### src/rtl/bomberman_pkg.sv
// bomberman_pkg: shared state encoding, ROM select codes and screen geometry defaults.
package bomberman_pkg;
    typedef enum logic [1:0] {ST_IDLE, ST_RUN, ST_DRAIN, ST_DONE} state_t;
    localparam logic [1:0] MEM_TITLE = 2'd0;
    localparam logic [1:0] MEM_STAGE = 2'd1;
    localparam logic [1:0] MEM_WIN = 2'd2;
    localparam logic [1:0] MEM_SPRITE = 2'd3;
    localparam int DEF_SCREEN_W = 160;
    localparam int DEF_SCREEN_H = 120;
    localparam int DEF_SPRITE_DIM = 8;
endpackage

### src/rtl/frame_copy_engine_if.sv
// frame_copy_engine_if: request, ROM read and frame-buffer write signals of the copy engine.
interface frame_copy_engine_if;
    logic copy_enable;
    logic draw_stage;
    logic [1:0] memory_select;
    logic black;
    logic [7:0] origin_x;
    logic [6:0] origin_y;
    logic [14:0] sprite_base;
    logic [1:0] mem_sel;
    logic [14:0] mem_addr;
    logic [2:0] mem_data;
    logic [7:0] buf_x;
    logic [6:0] buf_y;
    logic [2:0] buf_colour;
    logic buf_write;
    logic finished;
    modport slave (
        input copy_enable, draw_stage, memory_select, black, origin_x, origin_y, sprite_base, mem_data,
        output mem_sel, mem_addr, buf_x, buf_y, buf_colour, buf_write, finished
    );
    modport master (
        output copy_enable, draw_stage, memory_select, black, origin_x, origin_y, sprite_base, mem_data,
        input mem_sel, mem_addr, buf_x, buf_y, buf_colour, buf_write, finished
    );
endinterface

### src/rtl/raster_counter.sv
// raster_counter: column-fastest W x H scan counter with a flag marking the final pixel.
module raster_counter #(
    parameter int W = 8,
    parameter int H = 8,
    parameter int CW = 8,
    parameter int RW = 7
) (
    input  logic          clk,
    input  logic          rst,
    input  logic          clr_i,
    input  logic          en_i,
    output logic [CW-1:0] col_o,
    output logic [RW-1:0] row_o,
    output logic          last_o
);
    localparam logic [CW-1:0] CMAX = CW'(W - 1);
    localparam logic [RW-1:0] RMAX = RW'(H - 1);
    logic [CW-1:0] col_q, col_d;
    logic [RW-1:0] row_q, row_d;
    logic col_end;
    always_comb begin
        col_end = col_q == CMAX;
        last_o = col_end && row_q == RMAX;
        col_d = clr_i ? '0 : en_i ? (col_end ? '0 : col_q + 1'b1) : col_q;
        row_d = clr_i ? '0 : (en_i && col_end) ? (last_o ? '0 : row_q + 1'b1) : row_q;
    end
    always_ff @(posedge clk) begin
        if (rst) begin
            col_q <= '0;
            row_q <= '0;
        end else begin
            col_q <= col_d;
            row_q <= row_d;
        end
    end
    assign col_o = col_q;
    assign row_o = row_q;
endmodule

### src/rtl/frame_copy_engine.sv
// frame_copy_engine: copies a full screen or a clipped sprite from ROM into the frame buffer.
// Define FRAME_COPY_TRANSPARENCY_EN to skip colour-0 sprite pixels.
module frame_copy_engine
    import bomberman_pkg::*;
#(
    parameter int SCREEN_W = DEF_SCREEN_W,
    parameter int SCREEN_H = DEF_SCREEN_H,
    parameter int SPRITE_DIM = DEF_SPRITE_DIM
) (
    input logic clock,
    input logic reset,
    frame_copy_engine_if.slave bus
);
    state_t state_q, state_d;
    logic stage_q, black_q, issued_q, av_q, wv_q;
    logic [1:0] sel_q;
    logic [7:0] ox_q, ax_q, bx_q;
    logic [6:0] oy_q, ay_q, by_q;
    logic [14:0] base_q, addr_q, addr_d;
    logic [7:0] scol, pcol, col;
    logic [6:0] srow, prow, row;
    logic slast, plast, last;
    logic accept, live, issue, inb, opaque;
    logic [8:0] xs;
    logic [7:0] ys;

    always_comb begin
        accept = state_q == ST_IDLE && bus.copy_enable;
        live = (state_q == ST_RUN || state_q == ST_DRAIN) && bus.copy_enable;
        issue = live && state_q == ST_RUN && !issued_q;
        state_d = state_q;
        case (state_q)
            ST_IDLE:  state_d = bus.copy_enable ? ST_RUN : ST_IDLE;
            ST_RUN:   state_d = !bus.copy_enable ? ST_IDLE : issued_q ? ST_DRAIN : ST_RUN;
            ST_DRAIN: state_d = bus.copy_enable ? ST_DONE : ST_IDLE;
            default:  state_d = ST_IDLE;
        endcase
    end

    raster_counter #(.W(SCREEN_W), .H(SCREEN_H), .CW(8), .RW(7)) u_stage_cnt (
        .clk(clock), .rst(reset), .clr_i(accept), .en_i(issue && stage_q),
        .col_o(scol), .row_o(srow), .last_o(slast)
    );

    raster_counter #(.W(SPRITE_DIM), .H(SPRITE_DIM), .CW(8), .RW(7)) u_sprite_cnt (
        .clk(clock), .rst(reset), .clr_i(accept), .en_i(issue && !stage_q),
        .col_o(pcol), .row_o(prow), .last_o(plast)
    );

    // Sums are one bit wider than the buffer coordinates so off-screen pixels clip instead of wrapping
    always_comb begin
        col = stage_q ? scol : pcol;
        row = stage_q ? srow : prow;
        last = stage_q ? slast : plast;
        addr_d = stage_q ? 15'(row) * 15'(SCREEN_W) + 15'(col)
                         : base_q + 15'(row) * 15'(SPRITE_DIM) + 15'(col);
        xs = stage_q ? {1'b0, col} : {1'b0, ox_q} + {1'b0, col};
        ys = stage_q ? {1'b0, row} : {1'b0, oy_q} + {1'b0, row};
        inb = xs < 9'(SCREEN_W) && ys < 8'(SCREEN_H);
    end

    always_ff @(posedge clock) begin
        if (reset) begin
            state_q <= ST_IDLE;
            stage_q <= 1'b0;
            black_q <= 1'b0;
            sel_q <= 2'd0;
            ox_q <= 8'd0;
            oy_q <= 7'd0;
            base_q <= 15'd0;
            issued_q <= 1'b0;
            addr_q <= 15'd0;
            ax_q <= 8'd0;
            ay_q <= 7'd0;
            av_q <= 1'b0;
            bx_q <= 8'd0;
            by_q <= 7'd0;
            wv_q <= 1'b0;
        end else begin
            state_q <= state_d;
            if (accept) begin
                stage_q <= bus.draw_stage;
                sel_q <= bus.memory_select;
                black_q <= bus.black;
                ox_q <= bus.origin_x;
                oy_q <= bus.origin_y;
                base_q <= bus.sprite_base;
                issued_q <= 1'b0;
            end
            if (issue) begin
                addr_q <= addr_d;
                ax_q <= xs[7:0];
                ay_q <= ys[6:0];
                issued_q <= last;
            end
            av_q <= issue && inb;
            wv_q <= av_q && live;
            if (av_q && live) begin
                bx_q <= ax_q;
                by_q <= ay_q;
            end
        end
    end

`ifdef FRAME_COPY_TRANSPARENCY_EN
    assign opaque = stage_q || black_q || bus.mem_data != 3'd0;
`else
    assign opaque = 1'b1;
`endif

    assign bus.mem_sel = sel_q;
    assign bus.mem_addr = addr_q;
    assign bus.buf_x = bx_q;
    assign bus.buf_y = by_q;
    assign bus.buf_colour = (wv_q && !black_q) ? bus.mem_data : 3'd0;
    assign bus.buf_write = wv_q && opaque;
    assign bus.finished = state_q == ST_DONE;
endmodule

### src/flat_wrapper.sv
// flat-port wrapper written by rule: the top's interface ports become plain ports
module frame_copy_engine_flat import bomberman_pkg::*;
#(
    parameter int SCREEN_W = DEF_SCREEN_W,
    parameter int SCREEN_H = DEF_SCREEN_H,
    parameter int SPRITE_DIM = DEF_SPRITE_DIM
)
  (clock, reset, bus_copy_enable, bus_draw_stage, bus_memory_select, bus_black, bus_origin_x, bus_origin_y, bus_sprite_base, bus_mem_data, bus_mem_sel, bus_mem_addr, bus_buf_x, bus_buf_y, bus_buf_colour, bus_buf_write, bus_finished);
  frame_copy_engine_if bus_i ();
  input logic clock;
  input logic reset;
  input wire logic [$bits(bus_i.copy_enable)-1:0] bus_copy_enable;
  input wire logic [$bits(bus_i.draw_stage)-1:0] bus_draw_stage;
  input wire logic [$bits(bus_i.memory_select)-1:0] bus_memory_select;
  input wire logic [$bits(bus_i.black)-1:0] bus_black;
  input wire logic [$bits(bus_i.origin_x)-1:0] bus_origin_x;
  input wire logic [$bits(bus_i.origin_y)-1:0] bus_origin_y;
  input wire logic [$bits(bus_i.sprite_base)-1:0] bus_sprite_base;
  input wire logic [$bits(bus_i.mem_data)-1:0] bus_mem_data;
  output wire logic [$bits(bus_i.mem_sel)-1:0] bus_mem_sel;
  output wire logic [$bits(bus_i.mem_addr)-1:0] bus_mem_addr;
  output wire logic [$bits(bus_i.buf_x)-1:0] bus_buf_x;
  output wire logic [$bits(bus_i.buf_y)-1:0] bus_buf_y;
  output wire logic [$bits(bus_i.buf_colour)-1:0] bus_buf_colour;
  output wire logic [$bits(bus_i.buf_write)-1:0] bus_buf_write;
  output wire logic [$bits(bus_i.finished)-1:0] bus_finished;
  assign bus_i.copy_enable = bus_copy_enable;
  assign bus_i.draw_stage = bus_draw_stage;
  assign bus_i.memory_select = bus_memory_select;
  assign bus_i.black = bus_black;
  assign bus_i.origin_x = bus_origin_x;
  assign bus_i.origin_y = bus_origin_y;
  assign bus_i.sprite_base = bus_sprite_base;
  assign bus_i.mem_data = bus_mem_data;
  assign bus_mem_sel = bus_i.mem_sel;
  assign bus_mem_addr = bus_i.mem_addr;
  assign bus_buf_x = bus_i.buf_x;
  assign bus_buf_y = bus_i.buf_y;
  assign bus_buf_colour = bus_i.buf_colour;
  assign bus_buf_write = bus_i.buf_write;
  assign bus_finished = bus_i.finished;
  frame_copy_engine #(.SCREEN_W(SCREEN_W), .SCREEN_H(SCREEN_H), .SPRITE_DIM(SPRITE_DIM)) u_core (.clock(clock), .reset(reset), .bus(bus_i));
endmodule
### config.mk
export PLATFORM = sky130hd
export DESIGN_NAME = frame_copy_engine_flat
export DESIGN_NICKNAME = d
export VERILOG_FILES = /design/src/rtl/bomberman_pkg.sv /design/src/rtl/frame_copy_engine_if.sv /design/src/rtl/raster_counter.sv /design/src/rtl/frame_copy_engine.sv /design/src/flat_wrapper.sv
export SDC_FILE = /design/constraint.sdc
export NUM_CORES = 1
export LEC_CHECK = 0
export BUFFER_PORTS_ARGS = -buffer_cell sky130_fd_sc_hd__clkbuf_2
export CAP_MARGIN = 20
export CELL_PAD_IN_SITES_DETAIL_PLACEMENT = 1
export CELL_PAD_IN_SITES_GLOBAL_PLACEMENT = 1
export CORE_MARGIN = 8
export CORE_UTILIZATION = 44
export CTS_CLUSTER_DIAMETER = 120
export DETAILED_ROUTE_END_ITERATION = 8
export GPL_ROUTABILITY_DRIVEN = 0
export HOLD_SLACK_MARGIN = 0.06
export PLACE_DENSITY = 0.84
export REMOVE_ABC_BUFFERS = 1
export SLEW_MARGIN = 20
export SYNTH_ARGS = -nofsm -noshare
export SYNTH_HDL_FRONTEND = slang
export SYNTH_HIERARCHICAL = 1
export SYNTH_SLANG_ARGS = --single-unit
### constraint.sdc
create_clock -name clock -period 3.9 [get_ports clock]
set_clock_uncertainty 0.05 [all_clocks]
set_input_delay 0.39 -clock clock [delete_from_list [all_inputs] [get_ports clock]]
set_output_delay 0.39 -clock clock [all_outputs]
set_load 0.005 [all_outputs]
==> results.md, run 1 <==
- Status: completed
- R2R cell count: 13
- Crit share post-route: 0.884
- Synth warn: 6
- Crit end category: register
- Cell area after synthesis: 0.00672 mm²
- Hold depth: 3
- Clock H-tree levels: 4
- Main synth FF type: dfxtp_1
- Initial antenna violation count: 0
- Worst Tran Pin Value: roughly 920 ps
- DIE WIDTH: 140 µm
- Final-report hold violation count: 0
- RSZ-0062 raised after global routing: no
- Class of the worst hold path: in2reg
- Critical R2R Launch: u_core/stage_q
- Post-synth ARST share: 0
- Fmax: 290 MHz
- Post-CTS Hold Fix Bufs: 0
- Clk slew on worst S/H paths: 50 ps
- Critical Path RT: around 4200 ps
- Final Critical Period: 3450 ps
- Vias per Instance: 5.66
- N_diodes: 0
- DRC Markers: 0
- Die area: 0.0195 mm²
- Worst path arrival time: ~3700 ps
- WHS Endpoint: u_core/ox_q[2]
- Mean Syn Cell Area: 8.14 µm²
- Slew Limit Fails: 0
- Largest net degree at the start of global routing: 56
- Root buf cell: clkbuf_16
- Rows: 45
- Flop-to-flop setup slack: 450 ps
- First-pass GRT wire length: 34.0 mm
- CTS Buffer Depth: 2
- Worst-Skew Late Latency: 420 ps
- Syn Inst Count: 825
- Fraction of layout cells with a size suffix above 1: 0.171
- Layout Nets: 1003
- CTS tree: done
- Top-Level Pins: 77
- PD cells: 383 mW/mm²
- Slowest cell on the critical path: fa_1
- Total Power: 0.00304 W
- Post-synth EDFFs: 0
- Vias in the first global route: 6728
- Placement Setup Slack: around 530 ps
- Delay-heaviest family, CP: compound AO/OA/AOI/OAI gates
- Post-Layout Cell Count: 1102
- Wirelength per Cell: 18.7 µm
- Core area: around 0.015 mm²
- DIE HEIGHT: 140 µm
- Cell count after placement: 1071
- #FFs+latches synth: roughly 110
- Initial drt markers: 284
- Filler Cells Inserted: 1861
- Postcts setup bufs: 0
- Post_cts resized: 0
- Number of buffers added on ports: 76
- Num CTS Buffers: 17
- Sequential fraction of the synthesis area: 0.340
- Worst Setup SP: u_core/stage_q
- CP max stage delay: about 440 ps
- Final hold slack: between 100 and 150 ps
- Synth unique cells: 76
- Worst VDD drop: 0.301 mV
- Slew margin rel.: 0.384
- Global route overflow: 0
- Setup WS post-layout: 453 ps
- Starting Density: 0.445
- Via count: 6242
- WS Path Type: reg2reg
- Pleak: 3.29 nW
- CP bufs+invs: 3
- Final setup viols: 0
- HPWL after DPL: about 15 mm
- Total global-route track usage: 0.216
- CTS sink count: 114
- Crit path cell chain: buf_12, nand2_1, a21boi_0, buf_4, inv_1, fa_1, ha_1, a21o_1, a21oi_1, a31oi_2, o21ai_0, nand3_1, a211oi_1
- Antenna viol nets, final: 0
- Layout area overhead: 18.2%
- Hold_sp: bus_origin_x[2]
- Crit Path Max Fanout: 55
- Startpoint Class: register
- Core Util, Final: 0.526
- RR Endpoint: u_core/bus.mem_addr[10]
- Total wire length: about 21 mm
- Max Cap Violations: 0
- Drt pass-1 iters: 4
cells in the mapped netlist, types with 3 or more instances:
master | n | area, µm²
mux2_2 | 6 | 67.6
o2111ai_1 | 3 | 26.3
a21oi_1 | 83 | 415
nand4_1 | 14 | 87.6
a311oi_1 | 6 | 52.6
nor3_1 | 16 | 80.1
nand3b_1 | 3 | 22.5
xor2_1 | 23 | 201
inv_1 | 32 | 120
nand3_1 | 23 | 115
and3_1 | 5 | 31.3
a21o_1 | 5 | 37.5
nand2_1 | 144 | 541
or3_1 | 5 | 31.3
a31oi_1 | 4 | 25.0
a211oi_1 | 16 | 120
clkbuf_1 | 22 | 82.6
nand2b_1 | 8 | 50.1
dfxtp_1 | 114 | 2280
fa_1 | 10 | 200
ha_1 | 51 | 638
nor2b_1 | 10 | 62.6
buf_2 | 8 | 40.0
o21bai_1 | 6 | 45.0
xnor2_1 | 14 | 123
a21boi_0 | 3 | 22.5
o21ai_0 | 31 | 155
nor2_1 | 70 | 263
and2_1 | 5 | 31.3
or2_2 | 4 | 25.0
o21a_1 | 4 | 30.0
buf_1 | 5 | 18.8
o211ai_1 | 11 | 82.6
mux2i_1 | 10 | 100
worst register-to-register path, delay by kind of cell, from the launching register on:
kind | cells | cell delay (ps)
adder cells (fa/ha/maj) | 2 | 820
AND/OR/NAND/NOR | 2 | 240
flip-flops | 1 | 350
buffers and inverters | 3 | 580
AO/OA/AOI/OAI | 6 | 1300
placed cells by master (no fill, tap or decap), types with 5 or more instances in the layout:
master / count
nor2_1: 70
xnor2_1: 14
clkinv_2: 5
ha_1: 51
xor2_1: 23
a311oi_1: 6
buf_4: 20
mux2_2: 6
o21bai_1: 6
clkbuf_2: 75
fa_1: 10
nor2b_1: 10
o21ai_0: 31
and2_1: 5
nand4_1: 14
nand3_1: 23
clkbuf_16: 17
a211oi_1: 16
nand2_1: 144
a21o_1: 5
inv_1: 32
a21oi_1: 83
mux2i_1: 10
or3_1: 5
o211ai_1: 11
nor3_1: 16
nand2b_1: 8
dfxtp_1: 113
stage by stage:
stage               setup TNS, ps  area, µm²
floorplan                   -4760       6540
global placement                0       7330
detailed placement              0       7330
CTS                             0       7940
global route                    0       7940
finish                          0       7940
registers in the layout, summed over array words and instances, names as in the netlist, 8 cells and up:
name and count:
u_core/base_q 15, u_core/bus.mem_addr 15, u_core/ax_q 8, u_core/bus.buf_x 8, u_core/ox_q 8, u_core/u_sprite_cnt/col_o 8, u_core/u_stage_cnt/col_o 8
area by class of cell:
| cell class | count | area (µm²) | area share |
|---|---|---|---|
| multi-input combinational | 639 | 4140 | 0.521 |
| sequential | 114 | 2280 | 0.288 |
| timing repair buffer | 97 | 551 | 0.0693 |
| clock buffer | 20 | 447 | 0.0563 |
| tap | 188 | 235 | 0.0296 |
| clock inverter | 11 | 161 | 0.0203 |
| inverter | 33 | 124 | 0.0156 |
where the power goes:
part	switching, W	leakage (nW)	internal (W)
sequential	0.0000234	0.925	0.00119
combinational	0.000126	2.07	0.0000740
clock	0.000552	0.299	0.00108
metal layers:
metal  vias up  part of all wire  wire length (µm)  GRT usage
met5         -                 0                 0          0
met2       125              0.48             10000      0.371
met4         0             0.026               541     0.0914
li1       3058                 -                 -          -
met1      3024              0.45              9280      0.251
met3        35             0.039               812     0.0557
logic make-up (layout without fill, tap and decap cells):
family,count (synthesis),count (layout),synth area share
compound gates,195,195,0.185
xor+xnor,37,37,0.0482
fa+ha+maj,61,61,0.125
buf+inv,72,161,0.0445
flops,114,114,0.340
mux,16,16,0.0250
simple gates,330,330,0.233
worst max path at each step:
stage / to / slack (ps) / cells past startpoint
5_1_grt: u_core/bus.mem_addr[13] / 260 / 12
6_report: u_core/bus.mem_addr[10] / 450 / 13
4_1_cts: u_core/bus.mem_addr[10] / 490 / 13
2_1_floorplan: u_core/bus.mem_addr[13] / -600 / 13
3_3_place_gp: u_core/bus.mem_addr[14] / 630 / 13
3_5_place_dp: u_core/bus.mem_addr[14] / 530 / 13
No activity file was read; power rests on OpenSTA's default activity.
==> inputs of run 2 (changes only) <==
--- a/config.mk
+++ b/config.mk
@@ -16,7 +16,6 @@
 export GPL_ROUTABILITY_DRIVEN = 0
 export HOLD_SLACK_MARGIN = 0.06
 export PLACE_DENSITY = 0.84
-export REMOVE_ABC_BUFFERS = 1
 export SLEW_MARGIN = 20
 export SYNTH_ARGS = -nofsm -noshare
 export SYNTH_HDL_FRONTEND = slang
==> results.md, run 2 (same netlist as run 1, synthesis figures left out) <==
- Reg power frac: 0.407 (+0.007)
- HPWL after DPL: 15.6 mm (+4.3%)
- Sw Share: 0.257 (+0.0266)
- Worst path arrival time: 3830 ps (+130 ps)
- Slew margin rel.: 0.426 (+0.0418)
- CTS tree: done
- DIE WIDTH: 140 µm (unchanged)
- CTS sink count: 114 (unchanged)
- Top-Level Pins: 77 (unchanged)
- Initial antenna violation count: 1 (+1)
- Final Critical Period: 3580 ps (+135 ps)
- Highest routed layer: met5
- WS Path Type: reg2reg
- Worst VDD drop: 0.306 mV (+1.6%)
- Commonest non-fill, non-tap cell in the layout: nand2_1
- Num CTS Buffers: 17 (unchanged)
- Layout Nets: 1001 (-0.20%)
- Critical Path RT: 4150 ps (about the same)
- Root buf cell: clkbuf_16
- DRC Markers: 0 (unchanged)
- Die area: 0.0195 mm² (unchanged)
- Total global-route track usage: 0.222 (+0.00607)
- N_diodes: 0 (unchanged)
- Class of the worst hold path: in2reg
- Clock power frac: 0.526 (-0.009)
- Layout area overhead: 17.8%
- Crit Path Max Fanout: 30 (-45%)
- Startpoint Class: register
- First-pass GRT wire length: 34.4 mm (+1.2%)
- Delay-heaviest family, CP: compound AO/OA/AOI/OAI gates
- Wirelength per Cell: 19.1 µm (+2.0%)
- Pleak: 3.27 nW (-0.67%)
- Postcts setup bufs: 0 (unchanged)
- Final setup viols: 0 (unchanged)
- Slowest cell on the critical path: dfxtp_2
- Met2 wire length: 9.60 mm (-4.1%)
- Crit share post-route: 0.919 (+0.0345)
- Metal3 WL: 1.38 mm (+70%)
- Psw: 0.000769 W (+9.7%)
- Vias per Instance: 5.76 (+1.7%)
- P_int: 0.00222 W (-5.1%)
- CP max stage delay: 510 ps (+70 ps)
- Core area: 0.0151 mm² (unchanged)
- Vias in the first global route: 6523 (-3.0%)
- Fin Setup TNS: 0 ps (unchanged)
- Max Cap Violations: 0 (unchanged)
- Starting Density: 0.445 (unchanged)
- Most frequent cells in the layout: nand2_1 (144), dfxtp_1 (113), a21oi_1 (83), clkbuf_2 (75), nor2_1 (70)
- Largest net degree at the start of global routing: 43 (-23%)
- Antenna viol nets, final: 0 (unchanged)
- Initial drt markers: 411 (+45%)
- Status: completed
- Syn nets: just over 900
- Crit end category: register
- Slew Limit Fails: 0 (unchanged)
- DIE HEIGHT: 140 µm (unchanged)
- Fmax: 279 MHz (-3.8%)
- CP most frequent cell: inv_1
- Rows: 45 (unchanged)
- Post-CTS Hold Fix Bufs: 0 (unchanged)
- Total Power: 0.00299 W (-1.7%)
- Crit path cell chain: buf_12, inv_1, a21boi_0, inv_1, fa_1, ha_1, o21a_2, o211ai_1, a31oi_2, or4_1, o21ai_1, a211oi_1
- RSZ-0062 raised after global routing: no
- Drt pass-1 iters: 5 (+1)
- Worst-Skew Late Latency: 430 ps (about the same)
- Clock H-tree levels: 4 (unchanged)
- CTS Buffer Depth: 2 (unchanged)
- Global route overflow: 0 (unchanged)
- Number of buffers added on ports: 76 (unchanged)
- Via count: 6340 (+1.6%)
- Worst Tran Pin Value: 851 ps (-70.9 ps)
- Final-report hold violation count: 0 (unchanged)
- CP bufs+invs: 3 (unchanged)
- PD cells: 378 mW/mm² (-1.4%)
- Fraction of layout cells with a size suffix above 1: 0.171 (+0.000187)
- Post_cts resized: 0 (unchanged)
- Clk slew on worst S/H paths: 60 ps (about the same)
- Combinational power share: 0.066 (about the same)
- Total wire length: 21.0 mm (+1.9%)
- Met1 WL: 9.55 mm (+3.0%)
==> run 2: changes by cell type in the layout (fill, tap and decap cells not counted), sizes merged <==
cell / before / now
buf: 22 / 20
clkinvlp: 1 / 2
bufinv: 4 / 2
clkbuf: 95 / 92
clkinv: 7 / 6
inv: 32 / 38
==> run 2: worst register-to-register path, stage by stage, from the launching register on <==
cell and delay (ps):
dfxtp_2 510, buf_12 230, inv_1 110, a21boi_0 350, inv_1 170, fa_1 480
ha_1 370, o21a_2 240, o211ai_1 210, a31oi_2 90, or4_1 440, o21ai_1 130
a211oi_1 90
==> run 2: power groups by stage <==
stage          Sequential [W]  Clock, W  Combinational [W]
2_1_floorplan         0.00123         0           0.000130
3_3_place_gp          0.00124         0           0.000191
3_5_place_dp          0.00124         0           0.000196
4_1_cts               0.00122   0.00160           0.000199
5_1_grt               0.00122   0.00165           0.000222
6_report              0.00122   0.00157           0.000199
==> run 2: layer usage <==
metal / up-vias / track usage
met1: 3066 / 0.276
met2: 175 / 0.357
met3: 44 / 0.0650
met5: - / 0
met4: 2 / 0.0869
li1: 3053 / -
==> run 2: per-stage QoR <==
stage	utilization	hold WS [ps]	setup WS [ps]	area, µm²	std cells
floorplan	-	379	467	6720	825
global placement	0.485	391	566	7320	1069
detailed placement	0.485	398	376	7320	1069
CTS	0.525	120	362	7920	1101
global route	0.525	130	92.1	7920	1101
finish	0.525	129	318	7920	1101
==> run 2: final timing paths <==
kind	startpoint	to	slack [ps]	cells after the start
setup / recovery	u_core/stage_q	u_core/bus.mem_addr[14]	320	12
hold / removal	bus_sprite_base[6]	u_core/base_q[6]	130	3
setup reg to reg	u_core/stage_q	u_core/bus.mem_addr[14]	320	12
hold reg to reg	u_core/bus.buf_y[3]	u_core/bus.buf_y[3]	400	2
==> run 2: final cells by class <==
class / instances / area [µm²]
fill: 1847 / 7170
multi-input combinational: 639 / 4140
sequential: 114 / 2280
timing repair buffer: 95 / 536
clock buffer: 17 / 425
tap: 188 / 235
clock inverter: 15 / 174
inverter: 33 / 124
==> inputs of run 3 (changes only) <==
==> constraint.sdc (replaced) <==
create_clock -name clock -period 3.9 [get_ports clock]
set_clock_uncertainty 0.05 [all_clocks]
set_input_delay 0.195 -clock clock [delete_from_list [all_inputs] [get_ports clock]]
set_output_delay 0.195 -clock clock [all_outputs]
set_load 0.005 [all_outputs]
==> results.md, run 3 (same netlist as run 1, synthesis figures left out) <==
- Total global-route track usage: 0.245 (+0.0223)
- Largest net degree at the start of global routing: 48 (+12%)
- Pleak: 3.43 nW (+4.9%)
- Final setup viols: 0 (unchanged)
- Fin Setup TNS: 0 ps (unchanged)
- Number of buffers added on ports: 76 (unchanged)
- Initial antenna violation count: 0 (-1)
- Fraction of layout cells with a size suffix above 1: 0.162 (-0.00930)
- WS Path Type: reg2reg
- GRT busiest layer: met2
- Clock H-tree levels: 4 (unchanged)
- Critical R2R Launch: u_core/stage_q
- Max Cap Violations: 0 (unchanged)
- CP max stage delay: 410 ps (-100 ps)
- Rows: 45 (unchanged)
- Root buf cell: clkbuf_16
- Final Critical Period: 3760 ps (+176 ps)
- Num CTS Buffers: 17 (unchanged)
- Final hold slack: 254 ps (+126 ps)
- N_diodes: 0 (unchanged)
- Core Util, Final: 0.548 (+0.0232)
- Antenna viol nets, final: 0 (unchanged)
- Storage cell area: 0.00228 mm² (unchanged)
- DIE WIDTH: 140 µm (unchanged)
- Worst-Skew Late Latency: 440 ps (about the same)
- Slew Limit Fails: 0 (unchanged)
- Class of the worst hold path: in2reg
- Vias in the first global route: 6959 (+6.7%)
- Total wire length: 23.5 mm (+12%)
- Startpoint Class: register
- Postcts setup bufs: 0 (unchanged)
- Clk slew on worst S/H paths: 60 ps (about the same)
- Flop-to-flop setup slack: 140 ps (-180 ps)
- Area of the multi-input gates: 0.00414 mm² (unchanged)
- Die area: 0.0195 mm² (unchanged)
- Fmax: 266 MHz (-4.7%)
- Non-Filler Cell Area, Final: 0.00827 mm² (+4.4%)
- Crit Path Max Fanout: 27 (-10%)
- GR Util met3: 0.0595 (-0.00547)
- Syn nets: 926 (unchanged)
- Status: completed
- First-pass GRT wire length: 37.4 mm (+8.7%)
- PD cells: 379 mW/mm² (+0.26%)
- Commonest non-fill, non-tap cell in the layout: nand2_1
- Vias per Instance: 5.83 (+1.2%)
- CTS Buffer Depth: 2 (unchanged)
- Layout Nets: 1035 (+3.4%)
- Critical Path RT: 4160 ps (about the same)
- WHS Endpoint: u_core/ay_q[3]
- DRC Markers: 0 (unchanged)
- Final-report hold violation count: 0 (unchanged)
- Worst path arrival time: 4020 ps (+190 ps)
- Hold_sp: reset
- Post_cts resized: 0 (unchanged)
- RR Endpoint: u_core/bus.mem_addr[13]
- CTS sink count: 114 (unchanged)
- HPWL after DPL: 16.0 mm (+2.7%)
- Wirelength per Cell: 20.7 µm (+8.6%)
- RSZ-0062 raised after global routing: no
- Starting Density: 0.445 (unchanged)
- Met2 GRT Util: 0.399 (+0.0428)
- R2R cell count: 14 (+2)
- Crit share post-route: 0.964 (+0.0453)
- Crit path cell chain: buf_4, nand2_1, a21boi_0, inv_1, ha_1, ha_1, inv_1, fa_1, nand2b_1, a21oi_1, xor2_1, nor3b_2, xnor2_1, o211ai_1
- Most frequent cells in the layout: nand2_1 (144), dfxtp_1 (113), a21oi_1 (83), clkbuf_2 (75), nor2_1 (70)
- Core area: 0.0151 mm² (unchanged)
- Worst Tran Pin Value: 869 ps (+18.3 ps)
- Area after DPL: 0.00730 mm² (-0.27%)
- Top-Level Pins: 77 (unchanged)
- Crit end category: register
- Total Power: 0.00313 W (+4.7%)
- Slowest cell on the critical path: fa_1
- GR Util met1: 0.298 (+0.0221)
- Filler Cells Inserted: 1846 (-0.054%)
- Via count: 6615 (+4.3%)
- DIE HEIGHT: 140 µm (unchanged)
- CTS tree: done
- Layout area overhead: 23.0%
- Global route overflow: 0 (unchanged)
- Drt pass-1 iters: 5 (unchanged)
- Hold depth: 2 (-1)
- Worst VDD drop: 0.335 mV (+9.6%)
- Slew margin rel.: 0.414 (-0.0111)
- Initial drt markers: 390 (-5.1%)
-- run 3: cell types whose count changed in the layout (fill, tap and decap cells not counted), sizes merged --
cell         change
clkinvlp         -2
bufinv           +2
clkinv           +2
buf              -1
inv              -6
dlygate4sd3     +35
clkbuf           +4
-- run 3: what timing repair did --
| item | in CTS | in global routing |
|---|---|---|
| hold buffers | 35 | 0 |
| endpoints found under the hold margin | 36 | 0 |
| setup endpoints to repair | 0 | 0 |
-- run 3: critical path: cells and delay by family (launching register included) --
kind            cells  cell delay [ps]
buf+inv             3              480
flops               1              360
compound gates      3              660
simple gates        3              610
xor+xnor            2              530
fa+ha+maj           3              930
-- run 3: layout make-up --
cell class / instances / share of cell area
clock buffer: 21 / 0.0557
clock inverter: 11 / 0.0192
inverter: 33 / 0.0150
multi-input combinational: 639 / 0.501
sequential: 114 / 0.276
tap: 188 / 0.0285
timing repair buffer: 129 / 0.105
-- run 3: per-layer routing --
metal	vias up	routed length, µm
li1	3121	-
met1	3229	10600
met2	217	10900
met3	48	1430
met4	0	641
met5	-	0
-- run 3: power by group --
part / switching [W] / internal (W) / total [W]
Clock: 0.000583 / 0.00109 / 0.00168
Combinational: 0.000139 / 0.0000966 / 0.000236
Sequential: 0.0000254 / 0.00119 / 0.00122
-- run 3: how the worst max path moves through the flow --
stage	slack [ps]	end	cells past startpoint	start
after floorplan	470	u_core/bus.mem_addr[13]	15	u_core/stage_q
after global placement	560	u_core/bus.mem_addr[13]	14	u_core/stage_q
after detailed placement	470	u_core/bus.mem_addr[13]	14	u_core/stage_q
after CTS	370	u_core/bus.mem_addr[13]	14	u_core/stage_q
after global routing	50	u_core/bus.mem_addr[13]	14	u_core/stage_q
final	140	u_core/bus.mem_addr[13]	14	u_core/stage_q
-- run 3: per-stage QoR --
stage,std cells,setup WS (ps)
CTS,1135,371
global placement,1068,563
floorplan,825,467
global route,1135,46.9
detailed placement,1068,475
finish,1135,141
